`src/rtl/axi_lite_cfg_sequencer.sv`:
```
// Walks a register table and replays each entry as one AXI-Lite write,
// with a per-write timeout that aborts the whole sequence.
module axi_lite_cfg_sequencer #(
  parameter int ADDR_WIDTH  = 32,
  parameter int DATA_WIDTH  = 32,
  parameter int NUM_ENTRIES = 16,
  parameter int TIMEOUT     = 256,
  localparam int IDX_W = (NUM_ENTRIES > 1) ? $clog2(NUM_ENTRIES) : 1
) (
  input  logic                    clk,
  input  logic                    reset,
  input  logic                    i_start,
  output logic                    o_busy,
  output logic                    o_done,
  output logic                    o_error,
  output logic [IDX_W-1:0]        o_tbl_index,
  input  logic [ADDR_WIDTH-1:0]   i_tbl_addr,
  input  logic [DATA_WIDTH-1:0]   i_tbl_data,
  input  logic                    i_tbl_last,
  output logic                    o_m_axi_awvalid,
  input  logic                    i_m_axi_awready,
  output logic [ADDR_WIDTH-1:0]   o_m_axi_awaddr,
  output logic [2:0]              o_m_axi_awprot,
  output logic                    o_m_axi_wvalid,
  input  logic                    i_m_axi_wready,
  output logic [DATA_WIDTH-1:0]   o_m_axi_wdata,
  output logic [DATA_WIDTH/8-1:0] o_m_axi_wstrb,
  input  logic                    i_m_axi_bvalid,
  output logic                    o_m_axi_bready
);

  typedef enum logic [2:0] {S_IDLE, S_FETCH, S_LATCH, S_ADDR, S_RESP} state_e;

  typedef struct packed {
    logic [ADDR_WIDTH-1:0] addr;
    logic [DATA_WIDTH-1:0] data;
    logic                  last;
  } entry_t;

  localparam logic [15:0]      TO_LAST  = 16'(TIMEOUT - 1);
  localparam logic [IDX_W-1:0] IDX_LAST = IDX_W'(NUM_ENTRIES - 1);

  state_e           state_q, state_d;
  logic [IDX_W-1:0] idx_q;
  entry_t           ent_q;
  logic             aw_pend_q, w_pend_q;
  logic [15:0]      to_cnt_q;
  logic             err_q;
  logic [1:0]       done_pipe;

  logic aw_hs, w_hs, b_hs, in_xfer, to_hit, last_entry, finish;

  always_comb begin
    aw_hs      = aw_pend_q & i_m_axi_awready;
    w_hs       = w_pend_q & i_m_axi_wready;
    b_hs       = (state_q == S_RESP) & i_m_axi_bvalid;
    in_xfer    = (state_q == S_ADDR) | (state_q == S_RESP);
    to_hit     = in_xfer & ~b_hs & (to_cnt_q == TO_LAST);
    last_entry = ent_q.last | (idx_q == IDX_LAST);
    finish     = b_hs & last_entry & ~to_hit;
  end

  always_ff @(posedge clk or posedge reset) begin
    if (reset) state_q <= S_IDLE;
    else       state_q <= state_d;
  end

  always_comb begin
    state_d = state_q;
    case (state_q)
      S_IDLE:  if (i_start) state_d = S_FETCH;
      S_FETCH: state_d = S_LATCH;
      S_LATCH: state_d = S_ADDR;
      // each channel is done once its own handshake has happened, now or earlier
      S_ADDR: begin
        if (to_hit)
          state_d = S_IDLE;
        else if ((!aw_pend_q || i_m_axi_awready) && (!w_pend_q || i_m_axi_wready))
          state_d = S_RESP;
      end
      S_RESP: begin
        if (to_hit)     state_d = S_IDLE;
        else if (b_hs)  state_d = last_entry ? S_IDLE : S_FETCH;
      end
      default: state_d = S_IDLE;
    endcase
  end

  always_ff @(posedge clk or posedge reset) begin
    if (reset) begin
      idx_q     <= '0;
      ent_q     <= '0;
      aw_pend_q <= 1'b0;
      w_pend_q  <= 1'b0;
      to_cnt_q  <= '0;
      err_q     <= 1'b0;
      done_pipe <= '0;
    end else begin
      // done is reported one cycle after the FSM is back in IDLE
      done_pipe <= {done_pipe[0], finish | to_hit};
      case (state_q)
        S_IDLE: begin
          if (i_start) begin
            idx_q <= '0;
            err_q <= 1'b0;
          end
        end
        S_LATCH: begin
          ent_q     <= '{addr: i_tbl_addr, data: i_tbl_data, last: i_tbl_last};
          to_cnt_q  <= '0;
          aw_pend_q <= 1'b1;
          w_pend_q  <= 1'b1;
        end
        S_ADDR, S_RESP: begin
          if (to_hit) begin
            aw_pend_q <= 1'b0;
            w_pend_q  <= 1'b0;
            err_q     <= 1'b1;
          end else begin
            if (aw_hs) aw_pend_q <= 1'b0;
            if (w_hs)  w_pend_q  <= 1'b0;
            if (!b_hs) to_cnt_q  <= to_cnt_q + 16'd1;
            if (b_hs && !last_entry) idx_q <= idx_q + IDX_W'(1);
          end
        end
        default: ;
      endcase
    end
  end

  always_comb begin
    o_busy          = (state_q != S_IDLE);
    o_done          = done_pipe[1];
    o_error         = err_q;
    o_tbl_index     = idx_q;
    o_m_axi_awvalid = aw_pend_q;
    o_m_axi_awaddr  = ent_q.addr;
    o_m_axi_awprot  = 3'b000;
    o_m_axi_wvalid  = w_pend_q;
    o_m_axi_wdata   = ent_q.data;
    o_m_axi_wstrb   = '1;
    o_m_axi_bready  = (state_q == S_RESP);
  end

endmodule

```
`config.mk`:
```
export PLATFORM = sky130hd
export DESIGN_NAME = axi_lite_cfg_sequencer
export DESIGN_NICKNAME = d
export VERILOG_FILES = /design/src/rtl/axi_lite_cfg_sequencer.sv
export SDC_FILE = /design/constraint.sdc
export NUM_CORES = 1
export LEC_CHECK = 0
export CAP_MARGIN = 20
export CELL_PAD_IN_SITES_DETAIL_PLACEMENT = 0
export CELL_PAD_IN_SITES_GLOBAL_PLACEMENT = 2
export CORE_MARGIN = 2
export CORE_UTILIZATION = 24
export DETAILED_ROUTE_END_ITERATION = 7
export PLACE_DENSITY = 0.85
export REMOVE_ABC_BUFFERS = 1
export SYNTH_ARGS = -nofsm -noshare
export SYNTH_HDL_FRONTEND = slang
export SYNTH_SLANG_ARGS = --single-unit
export TNS_END_PERCENT = 1
```
`constraint.sdc`:
```
create_clock -name clk -period 3.2 [get_ports clk]
set_clock_uncertainty 0.2 [all_clocks]
set_input_delay 0.64 -clock clk [delete_from_list [all_inputs] [get_ports clk]]
set_output_delay 0.64 -clock clk [all_outputs]
set_load 0.01 [all_outputs]
```
==> metrics.cfg <==
[status]
outcome=complete, no violations

[critical_path]
critPathLaunchType=register
crit_type=register to output pin
critical_path_rt_ps=2360
critical_path.endpoint_type=output pin
crit_fanout=11
critPathArrivalTime_ps=1940

[detailed_routing]
avgViaCountPerCell=4.23
drt.antenna.violating_nets=0
routed-via-count=3507
drt-initial-drc-count=181
firstDrtPassIters=5
wl_per_cell_um=13.2
drc=0
totalWireLength_um=11000

[synthesis]
synth-simple-area-share_pct=25.6
post_synth.cell_area_avg_um2=8.75
ys_warn_count=0
synthCells=516
yosysMostFrequentCell=sky130_fd_sc_hd__nand2_1
largest_family_of_logic_cells_by_synthesized_area=simple AND/OR/NAND/NOR gates
ys_ff_latch=93
synth.largest_area_cell=sky130_fd_sc_hd__dfrtp_1
asyncSetResetFlopFracSynth_pct=100
synth_compound_gate_area_share_pct=6.93
synth.yosys.seq_area_share_pct=51.5
synth.distinct_cells=47
post_synth_xor_area_fraction_pct=0.388
synth_ff_type=sky130_fd_sc_hd__dfrtp_1
synthAdderAreaFrac_pct=0.554
yosys-top-cells-count=sky130_fd_sc_hd__nand2_1 (214), sky130_fd_sc_hd__dfrtp_1 (93), sky130_fd_sc_hd__buf_4 (71)
netlist.area_leader.share_pct=51.5
synth.cell_area_um2=4520
number_of_enable_flip_flop_cells_after_synthesis=0
muxShareOfSynthArea_pct=0.249
post_synth_main_area_contributors=sky130_fd_sc_hd__dfrtp_1 (52%), sky130_fd_sc_hd__nand2_1 (18%), sky130_fd_sc_hd__buf_4 (12%)

[place]
pre_cts_ws_ps=279
dpl_cell_area_um2=5710
numPortBuffers=144
finalWeightedCongestion=0.743
detailed_place_hpwl_um=7730

[cts]
worst_setup_hold_path_clk_slew_ps=70
h_tree_levels=3
clock_sink_count=93
tritoncts.num_buffers=9
root_buffer=sky130_fd_sc_hd__clkbuf_16
hold_buffers=0
tritoncts=done
post_cts_resized=0
cts-root-to-sink-buffers=2
clock_latency_ps=340
post-cts-setup-buffer-count=0

[job]
maxCapViolations=0

[power]
power_density_cells_nw_per_um2=918
vdd_drop_max_mv=0.435
leakage_nw=2.76

[finish]
fillers=1897
final_net_count=664
summed_area_of_non_filler_cells_in_the_final_layout_um2=6000
drive_gt1_share_pct=6.04
areaGrowthSynthToFinish_pct=32.8
antennaDiodeCount=0
finalCoreUtilization_pct=32.3

[timing]
setup_ws_ps=424
worst_slew_pin_slew_ps=770
achievable-frequency_mhz=360
report.final.setup_viol=0
finalSetupTns_ps=0
final_count_of_hold_timing_violations=0
finalCritPeriodShare_pct=86.8
drv_slew=0
max_slew_margin_pct=48.7
setup_repair_after_global_routing_missed_its_margin=false
final_period_minus_worst_setup_slack_ps=2780

[worst_hold_path]
hold_class=register to register

[global_routing]
gr-total-overflow=0
wire_length_of_the_first_global_routing_pass_um=17800
maximum_number_of_pins_on_one_net_before_global_route_repair=69
grt_util_all_layers_pct=11.1
grt_pass1_vias=3475
antenna_found_initial=0

[floorplan]
initial_utilization_pct=24.3
core_area_um2=18600
rows=50
chipHeight_um=141
fp.dieArea_um2=19900
number_of_top_level_design_ports=152
die_width_um=141

==> report_power, final <==
| part | internal, W | switching (W) | total, W |
|---|---|---|---|
| registers | 0.00165 | 0.000281 | 0.00193 |
| clock network | 0.000573 | 0.000471 | 0.00104 |
| logic | 0.00122 | 0.00132 | 0.00254 |
| total | 0.00344 | 0.00207 | 0.00551 |
==> per-stage QoR <==
| step | power, W | std cells | hold slack, ps |
|---|---|---|---|
| after floorplan | 0.00311 | 428 | 131 |
| after global placement | 0.00449 | 814 | 144 |
| after detailed placement | 0.00454 | 814 | 143 |
| after CTS | 0.00561 | 830 | 159 |
| after global routing | 0.00595 | 830 | 162 |
| final | 0.00551 | 830 | 156 |
==> cells in the final DEF (no fill, tap or decap), drive strengths merged, types with 2 or more instances in the layout <==
cell and count:
a21oi 10, a221o 2, a31oi 3, and2 5, and3 4, buf 8, clkbuf 12, clkdlybuf4s50 144
clkinv 2, clkinvlp 2, conb 7, dfrtp 93, ha 2, inv 2, nand2 214, nand3 5
nand4 5, nor2 13, nor2b 3, nor3 3, nor4 2, o211ai 3, o21ai 24, o31ai 2
o41ai 2, or3 7, or4 3
==> cells by family after synthesis <==
kind of cell / count (synthesis)
AO/OA/AOI/OAI: 49
flip-flops: 93
XOR/XNOR: 2
multiplexers: 1
buffers and inverters: 95
adder cells (fa/ha/maj): 2
AND/OR/NAND/NOR: 272
other: 2
==> final timing paths <==
check / from / end / slack, ps / depth (start not counted)
setup / recovery: state_q[1] / o_m_axi_bready / 420 / 2
hold / removal: done_pipe[0] / done_pipe[1] / 160 / 0
setup reg to reg: state_q[1] / to_cnt_q[12] / 820 / 5
hold reg to reg: done_pipe[0] / done_pipe[1] / 160 / 0
max in group asynchronous: reset / state_q[1] / 1670 / 3
min in group asynchronous: reset / o_m_axi_wdata[0] / 430 / 2
==> final cells by class <==
type	instances	area, um^2	share of cell area, %
Clock inverter	4	32.5	0.542
Timing Repair Buffer	152	1530	25.5
Clock buffer	12	256	4.28
Inverter	2	10.0	0.167
Sequential cell	93	2330	38.8
Tap cell	234	293	4.88
Multi-Input combinational cell	333	1550	25.9
==> flip-flops by register name, indices dropped and copies added (netlist names) <==
name             count
ent_q                1
done_pipe            2
o_error              1
o_m_axi_wdata       32
o_tbl_index          4
o_m_axi_wvalid       1
state_q              3
o_m_axi_awvalid      1
o_m_axi_awaddr      32
to_cnt_q            16
==> metal layers <==
metal | GRT usage (%) | up-vias | share of wire, %
li1 | - | 1725 | -
met1 | 13.7 | 1674 | 42
met2 | 19.3 | 101 | 51
met3 | 2.38 | 7 | 5.9
met4 | 3.74 | 0 | 1.1
met5 | 0 | - | 0
==> critical path, cell delays in order, from the launching register on <==
cell	delay, ps
sky130_fd_sc_hd__dfrtp_1	490
sky130_fd_sc_hd__nor3b_2	480
sky130_fd_sc_hd__clkdlybuf4s50_1	630
(Power assumes the default switching activity.)
